===== src/rtl/ws2812b_chain_node.sv =====
// ws2812b_chain_node: one node of a WS2812B-style LED chain.
// Assembles decoded bits into bytes and captures the first NUM_PIXELS
// pixels of BYTES_PER_PIXEL bytes each, muting dout meanwhile. Once full, it
// forwards the raw DIN waveform downstream until the reset/idle code arrives.
//
// Optional feature macro: WS2812_LATCH_EN. When defined, captured bytes fill a
// shadow buffer that is copied to pixel_data on frame_done (latch-on-reset).
// When undefined, pixel_data is the live capture buffer.
//
// Ports:
//   clk, reset      system clock, synchronous active-high reset
//   din_raw         synchronised DIN waveform (forwarded in FORWARD)
//   bit_valid       one-cycle pulse, decoded bit available on bit_value
//   bit_value       decoded bit value
//   idle            level, high while the reset/idle code is detected
//   dout            registered downstream waveform
//   pixel_data      displayed colour data, byte slot k at [k*8+7:k*8]
//   pixel_valid     pulse when a pixel's last byte is captured
//   pixel_index     index of the pixel reported by pixel_valid
//   frame_done      pulse on first idle cycle after a captured pixel
//   forwarding      high in FORWARD state
module ws2812b_chain_node #(
  parameter int unsigned BYTES_PER_PIXEL = 3,
  parameter int unsigned NUM_PIXELS      = 1,
  localparam int unsigned IDX_W          = (NUM_PIXELS > 1) ? $clog2(NUM_PIXELS) : 1
) (
  input  logic                                     clk,
  input  logic                                     reset,
  input  logic                                     din_raw,
  input  logic                                     bit_valid,
  input  logic                                     bit_value,
  input  logic                                     idle,
  output logic                                     dout,
  output logic [NUM_PIXELS*BYTES_PER_PIXEL*8-1:0]  pixel_data,
  output logic                                     pixel_valid,
  output logic [IDX_W-1:0]                         pixel_index,
  output logic                                     frame_done,
  output logic                                     forwarding
);

  localparam int unsigned SLOTS  = NUM_PIXELS * BYTES_PER_PIXEL;
  localparam int unsigned DATA_W = SLOTS * 8;
  localparam int unsigned BYTE_W = (BYTES_PER_PIXEL > 1) ? $clog2(BYTES_PER_PIXEL) : 1;
  localparam int unsigned SLOT_W = (SLOTS > 1) ? $clog2(SLOTS) : 1;

  localparam logic [BYTE_W-1:0] LAST_BYTE = BYTE_W'(BYTES_PER_PIXEL - 1);
  localparam logic [IDX_W-1:0]  LAST_PIX  = IDX_W'(NUM_PIXELS - 1);

  typedef enum logic {
    ST_CAPTURE = 1'b0,
    ST_FORWARD = 1'b1
  } state_e;

  state_e              state_q, state_d;
  logic [2:0]          bit_cnt_q, bit_cnt_d;
  logic [BYTE_W-1:0]   byte_cnt_q, byte_cnt_d;
  logic [IDX_W-1:0]    pix_cnt_q, pix_cnt_d;
  // Only 7 bits are stored: the 8th bit of a byte is taken straight from bit_value.
  logic [6:0]          shift_q, shift_d;
  logic [DATA_W-1:0]   cap_q, cap_d;
  logic                dout_q, dout_d;
  logic                pixel_valid_q, pixel_valid_d;
  logic [IDX_W-1:0]    pixel_index_q, pixel_index_d;
  logic                frame_done_q, frame_done_d;
  logic                seen_q, seen_d;        // a pixel completed since last frame_done
  logic                idle_prev_q, idle_prev_d;
`ifdef WS2812_LATCH_EN
  logic [DATA_W-1:0]   disp_q, disp_d;
`endif

  logic [7:0]          new_byte;
  logic [SLOT_W-1:0]   slot;

  // Next-state, capture and output logic.
  always_comb begin
    state_d       = state_q;
    bit_cnt_d     = bit_cnt_q;
    byte_cnt_d    = byte_cnt_q;
    pix_cnt_d     = pix_cnt_q;
    shift_d       = shift_q;
    cap_d         = cap_q;
    pixel_valid_d = 1'b0;
    pixel_index_d = pixel_index_q;
    frame_done_d  = 1'b0;
    seen_d        = seen_q;
    idle_prev_d   = idle;
    dout_d        = (state_q == ST_FORWARD) ? din_raw : 1'b0;
`ifdef WS2812_LATCH_EN
    disp_d        = disp_q;
`endif

    new_byte = {shift_q, bit_value};
    slot     = SLOT_W'(32'(pix_cnt_q) * BYTES_PER_PIXEL + 32'(byte_cnt_q));

    if (idle) begin
      // Idle wins over any coincident bit; partial bytes are discarded.
      state_d    = ST_CAPTURE;
      bit_cnt_d  = 3'd0;
      byte_cnt_d = '0;
      pix_cnt_d  = '0;
      shift_d    = '0;
      if (!idle_prev_q && seen_q) begin
        frame_done_d = 1'b1;
        seen_d       = 1'b0;
`ifdef WS2812_LATCH_EN
        disp_d       = cap_q;
`endif
      end
    end else if (state_q == ST_CAPTURE && bit_valid) begin
      shift_d   = new_byte[6:0];
      bit_cnt_d = bit_cnt_q + 3'd1;
      if (bit_cnt_q == 3'd7) begin
        for (int unsigned k = 0; k < SLOTS; k++) begin
          if (slot == SLOT_W'(k)) cap_d[k*8 +: 8] = new_byte;
        end
        if (byte_cnt_q == LAST_BYTE) begin
          pixel_valid_d = 1'b1;
          pixel_index_d = pix_cnt_q;
          seen_d        = 1'b1;
          byte_cnt_d    = '0;
          if (pix_cnt_q == LAST_PIX) begin
            state_d   = ST_FORWARD;
            pix_cnt_d = '0;
          end else begin
            pix_cnt_d = pix_cnt_q + IDX_W'(1);
          end
        end else begin
          byte_cnt_d = byte_cnt_q + BYTE_W'(1);
        end
      end
    end
  end

  // State and output registers.
  always_ff @(posedge clk) begin
    if (reset) begin
      state_q       <= ST_CAPTURE;
      bit_cnt_q     <= 3'd0;
      byte_cnt_q    <= '0;
      pix_cnt_q     <= '0;
      shift_q       <= '0;
      cap_q         <= '0;
      dout_q        <= 1'b0;
      pixel_valid_q <= 1'b0;
      pixel_index_q <= '0;
      frame_done_q  <= 1'b0;
      seen_q        <= 1'b0;
      idle_prev_q   <= 1'b0;
`ifdef WS2812_LATCH_EN
      disp_q        <= '0;
`endif
    end else begin
      state_q       <= state_d;
      bit_cnt_q     <= bit_cnt_d;
      byte_cnt_q    <= byte_cnt_d;
      pix_cnt_q     <= pix_cnt_d;
      shift_q       <= shift_d;
      cap_q         <= cap_d;
      dout_q        <= dout_d;
      pixel_valid_q <= pixel_valid_d;
      pixel_index_q <= pixel_index_d;
      frame_done_q  <= frame_done_d;
      seen_q        <= seen_d;
      idle_prev_q   <= idle_prev_d;
`ifdef WS2812_LATCH_EN
      disp_q        <= disp_d;
`endif
    end
  end

  assign dout        = dout_q;
  assign pixel_valid = pixel_valid_q;
  assign pixel_index = pixel_index_q;
  assign frame_done  = frame_done_q;
  assign forwarding  = (state_q == ST_FORWARD);
`ifdef WS2812_LATCH_EN
  assign pixel_data  = disp_q;
`else
  assign pixel_data  = cap_q;
`endif

endmodule


===== config.mk =====
export PLATFORM = sky130hd
export DESIGN_NAME = ws2812b_chain_node
export DESIGN_NICKNAME = d
export VERILOG_FILES = /design/src/rtl/ws2812b_chain_node.sv
export SDC_FILE = /design/constraint.sdc
export NUM_CORES = 1
export LEC_CHECK = 0
export ABC_CLOCK_PERIOD_IN_PS = 2100
export CAP_MARGIN = 10
export CORE_UTILIZATION = 49
export DETAILED_ROUTE_END_ITERATION = 6
export PLACE_DENSITY = 0.77
export SETUP_SLACK_MARGIN = 0.05
export SYNTH_ARGS = -nofsm -noshare
export SYNTH_HDL_FRONTEND = slang
export SYNTH_SLANG_ARGS = --single-unit

===== constraint.sdc =====
create_clock -name clk -period 2.1 [get_ports clk]
set_input_delay 0.42 -clock clk [delete_from_list [all_inputs] [get_ports clk]]
set_output_delay 0.42 -clock clk [all_outputs]
set_load 0.03 [all_outputs]

==> reports/metrics.json <==
{
  "gp_congestion": {"value": 0.7223},
  "clkLatencyLatePin": {"value": 0.35, "unit": "ns"},
  "dp_hpwl": {"value": 2366, "unit": "um"},
  "worst_r2r_path_depth": {"value": 5},
  "drive_above_1_share": {"value": 7.805, "unit": "%"},
  "path_buf_inv": {"value": 1},
  "postCtsHoldBufs": {"value": 0},
  "route.detailed.vias_per_inst": {"value": 4.900},
  "die_h": {"value": 60.28, "unit": "um"},
  "numClockSinks": {"value": 42},
  "detail_route.first_pass.iterations": {"value": 4},
  "path_clk_slew": {"value": 0.11, "unit": "ns"},
  "per_instance_average_area_after_synthesis": {"value": 9.789, "unit": "sq um"},
  "stages_on_worst_setup_path": {"value": 1},
  "fillers": {"value": 256},
  "synth_fp_nets": {"value": 178},
  "crit_end": {"value": "pixel_data[19]"},
  "layout-area-overhead-vs-synth": {"value": 27.59, "unit": "%"},
  "cp_max_fo": {"value": 2},
  "grt_remaining_overflow": {"value": 0},
  "number_of_vias_after_detailed_routing": {"value": 1220},
  "grt_setup_unrepaired": {"value": "no"},
  "slew_violations": {"value": 0},
  "drcViolationCount": {"value": 0},
  "rrSetupSlack": {"value": 0.37, "unit": "ns"},
  "max-clock-path-buffers": {"value": 2},
  "die_outline_width": {"value": 60.28, "unit": "um"},
  "run_status": {"value": "finished, final reports clean"},
  "criticalPathCategory": {"value": "reg2out"},
  "detail-route-antenna-nets": {"value": 0},
  "worst_ir_drop_vdd": {"value": 0.0003710, "unit": "V"},
  "port_buffers": {"value": 33},
  "max-cap-violations": {"value": 0},
  "synth_edf_count": {"value": 0},
  "initial_utilization": {"value": 53.20, "unit": "%"},
  "power-per-cell-area": {"value": 636.4, "unit": "nW/um^2"},
  "postSynth.topFlopCell": {"value": "sky130_fd_sc_hd__dfxtp_1"},
  "design_area": {"value": 2123, "unit": "sq um"},
  "timing.critical_path.max_delay_family": {"value": "buffers and inverters"},
  "regToRegEndpoint": {"value": "pixel_data[12]"},
  "grt_pass1_wl": {"value": 5106, "unit": "um"},
  "crit_path_cell_trace": {"value": "clkdlybuf4s50_1"},
  "finalNetCount": {"value": 212},
  "cellLeakagePower": {"value": 0.8667, "unit": "nW"},
  "clock-root-buffer": {"value": "sky130_fd_sc_hd__clkbuf_4"},
  "synth_async_sr_flop_share": {"value": 0, "unit": "%"},
  "synthesis.yosys.warnings": {"value": 0},
  "core_area": {"value": 3128, "unit": "sq um"},
  "wp_data_arrival": {"value": 1.42, "unit": "ns"},
  "route.final.wire_length": {"value": 3148, "unit": "um"},
  "worst_r2r_startpoint": {"value": "bit_cnt_q[0]"},
  "report.final.hold_viol_count": {"value": 0},
  "cp-start-kind": {"value": "flip-flop"},
  "worstHoldPathType": {"value": "reg2reg"},
  "numCtsBuffers": {"value": 5},
  "finalSetupViolations": {"value": 0},
  "synth_seq_area_share": {"value": 50.53, "unit": "%"},
  "cp_data_required_time": {"value": 1.68, "unit": "ns"},
  "antenna_found_initial": {"value": 0},
  "crit_start": {"value": "pixel_data[19]"},
  "netlist_instances": {"value": 170},
  "number_of_distinct_library_cells_after_synthesis": {"value": 27},
  "die_area": {"value": 3633, "unit": "sq um"},
  "antenna-diode-count": {"value": 0},
  "clock_tree.htree_level_count": {"value": 2},
  "globalRouteTotalUtil": {"value": 19.97, "unit": "%"},
  "timing.clock.skew": {"value": 0.006156, "unit": "ns"},
  "critical_path.slowest_cell": {"value": "sky130_fd_sc_hd__clkdlybuf4s50_1"},
  "timing.critical_path.slowest_cell_delay": {"value": 0.71, "unit": "ns"},
  "drt_iter0_drc": {"value": 24},
  "wl_cell": {"value": 12.64, "unit": "um"},
  "tritoncts": {"value": "built"},
  "placement_rows": {"value": 20},
  "layout_min_cycle_time": {"value": 1.838, "unit": "ns"},
  "io-pin-count": {"value": 35},
  "endpoint_kind": {"value": "output port"},
  "min_period_over_period": {"value": 87.53, "unit": "%"},
  "clock.fmax": {"value": 0.5440, "unit": "GHz"},
  "grt_max_degree": {"value": 36},
  "number_of_global_route_vias_before_repair": {"value": 1097},
  "synth_area": {"value": 1664, "unit": "sq um"},
  "post_placement_cell_area": {"value": 2046, "unit": "sq um"},
  "postSynthRegisterBits": {"value": 42},
  "finalSetupTns": {"value": 0, "unit": "ns"},
  "cts_post_setup_buffers_inserted": {"value": 0}
}
## cell type report
| type | instances | area, sq um | share of cell area [%] |
|---|---|---|---|
| Timing Repair Buffer | 40 | 385.4 | 18.15 |
| Multi-Input combinational cell | 114 | 763.2 | 35.95 |
| Inverter | 1 | 3.754 | 0.1768 |
| Sequential cell | 42 | 840.8 | 39.60 |
| Clock buffer | 7 | 45.04 | 2.121 |
| Tap cell | 44 | 55.05 | 2.593 |
| Clock inverter | 1 | 30.03 | 1.414 |
## layout by cell type, fill, tap and decap left out
| cell | instances |
|---|---|
| sky130_fd_sc_hd__dfxtp_1 | 42 |
| sky130_fd_sc_hd__o21a_1 | 1 |
| sky130_fd_sc_hd__buf_4 | 7 |
| sky130_fd_sc_hd__nand3b_1 | 1 |
| sky130_fd_sc_hd__xnor2_1 | 1 |
| sky130_fd_sc_hd__mux2i_1 | 24 |
| sky130_fd_sc_hd__nand2b_1 | 33 |
| sky130_fd_sc_hd__nor2b_1 | 1 |
| sky130_fd_sc_hd__conb_1 | 1 |
| sky130_fd_sc_hd__nand3_1 | 2 |
| sky130_fd_sc_hd__o21ai_0 | 1 |
| sky130_fd_sc_hd__nor3_2 | 1 |
| sky130_fd_sc_hd__or3b_1 | 1 |
| sky130_fd_sc_hd__or2_2 | 1 |
| sky130_fd_sc_hd__nor2_1 | 5 |
| sky130_fd_sc_hd__clkbuf_4 | 5 |
| sky130_fd_sc_hd__dlymetal6s2s_1 | 1 |
| sky130_fd_sc_hd__a21oi_1 | 11 |
| sky130_fd_sc_hd__and3b_1 | 2 |
| sky130_fd_sc_hd__inv_1 | 1 |
| sky130_fd_sc_hd__nor4_2 | 1 |
| sky130_fd_sc_hd__or4_1 | 1 |
| sky130_fd_sc_hd__or3_1 | 2 |
| sky130_fd_sc_hd__ha_1 | 2 |
| sky130_fd_sc_hd__clkdlybuf4s50_1 | 32 |
| sky130_fd_sc_hd__bufinv_16 | 1 |
| sky130_fd_sc_hd__clkbuf_1 | 2 |
| sky130_fd_sc_hd__nand2_1 | 20 |
| sky130_fd_sc_hd__o31ai_1 | 1 |
| sky130_fd_sc_hd__nand4bb_1 | 1 |
## state kept, by name (all words and copies together), names as in the netlist
| register | flops |
|---|---|
| bit_cnt_q | 3 |
| frame_done | 1 |
| dout | 1 |
| pixel_valid | 1 |
| forwarding | 1 |
| byte_cnt_q | 2 |
| seen_q | 1 |
| idle_prev_q | 1 |
| pixel_data | 24 |
| shift_q | 7 |
## where the power goes
part | switching [mW] | internal [mW] | total (mW)
Clock | 0.243 | 0.253 | 0.496
Sequential | 0.00196 | 0.799 | 0.801
Combinational | 0.0280 | 0.0261 | 0.0542
Total | 0.273 | 1.08 | 1.35
## synthesized netlist by cell type (all sizes together), types with 2 or more instances
| master | n | area [sq um] |
|---|---|---|
| nand2b | 33 | 206.5 |
| mux2i | 24 | 240.2 |
| nand2 | 20 | 75.07 |
| nand3 | 2 | 10.01 |
| a21oi | 11 | 55.05 |
| dfxtp | 42 | 840.8 |
| clkbuf | 9 | 33.78 |
| or3 | 2 | 12.51 |
| and3b | 2 | 17.52 |
| ha | 2 | 25.02 |
| buf | 4 | 22.52 |
| nor2 | 5 | 18.77 |
## timing repair
item | CTS | global route
setup endpoints to repair | 0 | 1
endpoints found under the hold margin | 0 | 0
resized for setup | 0 | 1
## stage by stage
step	instances	total power, mW	setup WS [ns]	utilization (%)	hold WS (ns)
after floorplan	170	0.8544	0.5179	-	0.4361
after global placement	241	0.8714	0.08664	65.40	0.4462
after detailed placement	241	0.8735	0.02269	65.40	0.4633
after CTS	249	1.369	0.05030	67.80	0.4717
after global routing	249	1.408	0.2148	67.88	0.4971
final	249	1.351	0.2619	67.88	0.4702
## logic make-up after synthesis
family          after synthesis  share of synthesized area, %
compound gates               14                         4.511
xor+xnor                      1                        0.5264
fa+ha+maj                     2                         1.504
buf+inv                      14                         3.609
flops                        42                         50.53
mux                          24                         14.44
other cells                   1                        0.2253
simple gates                 72                         24.66
## routing by layer
metal | global-route usage [%] | part of all wire [%]
met4 | 11.96 | 2.5
met3 | 4.545 | 2.7
met2 | 31.71 | 49
met1 | 24.43 | 46
met5 | 0 | 0
## worst min-delay path by stage
stage                            start           end  slack [ns]  cells after the start
after detailed placement    shift_q[6]    shift_q[6]        0.46                      2
after global placement    bit_cnt_q[1]  bit_cnt_q[1]        0.45                      2
final                       shift_q[2]    shift_q[3]        0.47                      2
after CTS                   shift_q[2]    shift_q[3]        0.47                      2
after global routing        shift_q[6]    shift_q[6]        0.50                      2
after floorplan           bit_cnt_q[2]  bit_cnt_q[2]        0.44                      2
## worst register-to-register path: stages (launching register included)
cell	delay [ns]
sky130_fd_sc_hd__dfxtp_1	0.36
sky130_fd_sc_hd__ha_1	0.15
sky130_fd_sc_hd__ha_1	0.18
sky130_fd_sc_hd__nand4bb_1	0.13
sky130_fd_sc_hd__or3b_1	0.59
sky130_fd_sc_hd__mux2i_1	0.19
No activity file was read; power rests on OpenSTA's default activity.
==> variant: new RTL, same flow settings <==
The output `frame_done` loses its register stage (`frame_done_q` becomes a continuous assignment).
--- a/src/rtl/ws2812b_chain_node.sv
+++ b/src/rtl/ws2812b_chain_node.sv
@@ -143,7 +143,6 @@
       dout_q        <= 1'b0;
       pixel_valid_q <= 1'b0;
       pixel_index_q <= '0;
-      frame_done_q  <= 1'b0;
       seen_q        <= 1'b0;
       idle_prev_q   <= 1'b0;
 `ifdef WS2812_LATCH_EN
@@ -159,7 +158,6 @@
       dout_q        <= dout_d;
       pixel_valid_q <= pixel_valid_d;
       pixel_index_q <= pixel_index_d;
-      frame_done_q  <= frame_done_d;
       seen_q        <= seen_d;
       idle_prev_q   <= idle_prev_d;
 `ifdef WS2812_LATCH_EN
@@ -167,6 +165,8 @@
 `endif
     end
   end
+
+  assign frame_done_q = frame_done_d;
 
   assign dout        = dout_q;
   assign pixel_valid = pixel_valid_q;
Formal check against the unedited RTL: no difference found for any inputs over 10 cycles, from zero or initial values and one cycle with reset high; that may be too few to reach the edited logic, so the function may still have changed.
==> variant against the original RTL <==
- setup slack improved by 0.00063 ns
- via count shrank 0.33%
- global-route usage is 0.63 points lower
- final area down 1.8%
- sequential cell count fell by 1
- largest power group unchanged
- routed wire length shrank 2.5%
- area after synthesis decreased by 0.45%
- total power increased by 0.70%
- critical path depth up 4
==> variant: results (changes against the original RTL) <==
Run status
  – Status: completed

Route
  – WL final: 3070 um (-2.5%)
  – Met2 routed WL: 1460 um (-5.2%)
  – Drt pass-1 iters: 4 (unchanged)
  – Top layer in use: met4
  – Metal-1 WL: 1460 um (+1.2%)
  – Met3 Wirelength: 113 um (+35%)
  – Iteration-0 DRC Markers: 64 (+170%)
  – Drt via density: 4.96 (+1.3%)

Min path
  – Hold Path Class: flip-flop to flip-flop
  – WHS Endpoint: bit_cnt_q[2]
  – Hold path startpoint: bit_cnt_q[2]

Yosys
  – Post-synthesis sequential area ratio: 49.5% (-0.98 points)
  – Top cells by area, synth: dfxtp_1 50%, mux2i_1 15%, nand2b_1 12%, nand2_1 4.8%, a21oi_1 3.0%
  – Predominant post-synthesis flop cell: dfxtp_1
  – Cell variety after synth: 29 (+7.4%)
  – Post-synth top cells: 41 x dfxtp_1, 33 x nand2b_1, 24 x mux2i_1, 21 x nand2_1, 10 x a21oi_1
  – Synthesized net count: 177 (-0.56%)

Clocking
  – Max clock buf depth: 2 (unchanged)
  – Post-CTS Setup Bufs: 0 (unchanged)
  – H-tree depth: 2 (unchanged)

Finish
  – Final #Nets: 208 (-1.9%)
  – Ratio of cells with drive above 1 in the final layout: 7.46% (-0.34 points)
  – Fill cell count: 256 (unchanged)

Worst setup path
  – Reg2reg setup slack: 0.33 ns (-0.04 ns)
  – Reg2reg path depth: 5 (unchanged)
  – Slowest stage cell, crit path: clkdlybuf4s50_1
  – Worst path arrival time: 1.42 ns (about the same)
  – Critical Path Sink: frame_done
  – Critical path's top delay family: buffers and inverters
  – Critical path launch point: idle
  – Max incr delay on CP: 0.47 ns (-0.24 ns)
  – R2r startpoint: bit_cnt_q[0]
  – Reg2reg end: pixel_data[13]
  – Crit path max fanout: 6 (+4)

Power
  – Leakage dissipation: 0.844 nW (-2.7%)
  – Max VDD drop: 0.000367 V (-1.1%)

GRT
  – Met2 global-route usage: 31.2% (-0.47 points)
  – Initial antenna violation count: 0 (unchanged)
  – Met1 usage: 25.0% (+0.54 points)
  – Met3 Usage GRT: 4.55% (unchanged)
  – First-pass GRT wire length: 5160 um (+1.1%)
  – Vias in the first global route: 1148 (+4.6%)
  – Total GRT Usage: 19.3% (-0.63 points)

Placement
  – Global placer's final weighted congestion: 0.739 (+2.4%)
  – Dpl hpwl: 2300 um (-2.9%)
  – # port buffers: 33 (unchanged)

Timing
  – Hold WS: 0.468 ns (-0.00242 ns)
  – Setup Skew: 0.0114 ns (+0.00521 ns)
[variant: tightest hold or removal path, stage by stage, from the launching register on]
cell and delay, ns:
dfxtp_1 0.33, nand2_1 0.05, a21oi_1 0.05
[variant: layout make-up]
class,instances,area (sq um),area share [%]
Inverter,1,3.75,0.180
Sequential cell,41,821,39.4
Clock buffer,7,55.1,2.64
Multi-Input combinational cell,114,761,36.5
Timing Repair Buffer,37,360,17.3
Clock inverter,1,30.0,1.44
Tap cell,44,55.1,2.64
[variant: repair_timing]
item | 4_1_cts | 5_1_grt
gates resized for setup | 0 | 1
setup endpoints to repair | 0 | 1
endpoints found under the hold margin | 0 | 0
[variant: stage by stage]
| step | power [mW] | setup WS, ns | util (%) | cell area [sq um] | std cells |
|---|---|---|---|---|---|
| after floorplan | 0.835 | 0.529 | - | 1660 | 169 |
| after global placement | 0.851 | 0.0963 | 63.9 | 2000 | 237 |
| after detailed placement | 0.852 | 0.0422 | 63.9 | 2000 | 237 |
| after CTS | 1.37 | 0.110 | 66.6 | 2080 | 245 |
| after global routing | 1.41 | 0.212 | 66.7 | 2090 | 245 |
| final | 1.36 | 0.263 | 66.7 | 2090 | 245 |
[variant: cells by family (layout without fill, tap and decap cells)]
group	Yosys count	after routing	synth area share, %
multiplexers	24	24	14.5
other	1	1	0.226
XOR/XNOR	1	1	0.529
adder cells (fa/ha/maj)	2	2	1.51
AND/OR/NAND/NOR	73	73	24.5
flip-flops	41	41	49.5
AO/OA/AOI/OAI	13	13	4.68
buffers and inverters	14	46	4.53
[variant: where the power goes]
group | switching (mW) | internal [mW]
Sequential | 0.00173 | 0.780
Clock | 0.242 | 0.284
Combinational | 0.0275 | 0.0248
Total | 0.271 | 1.09
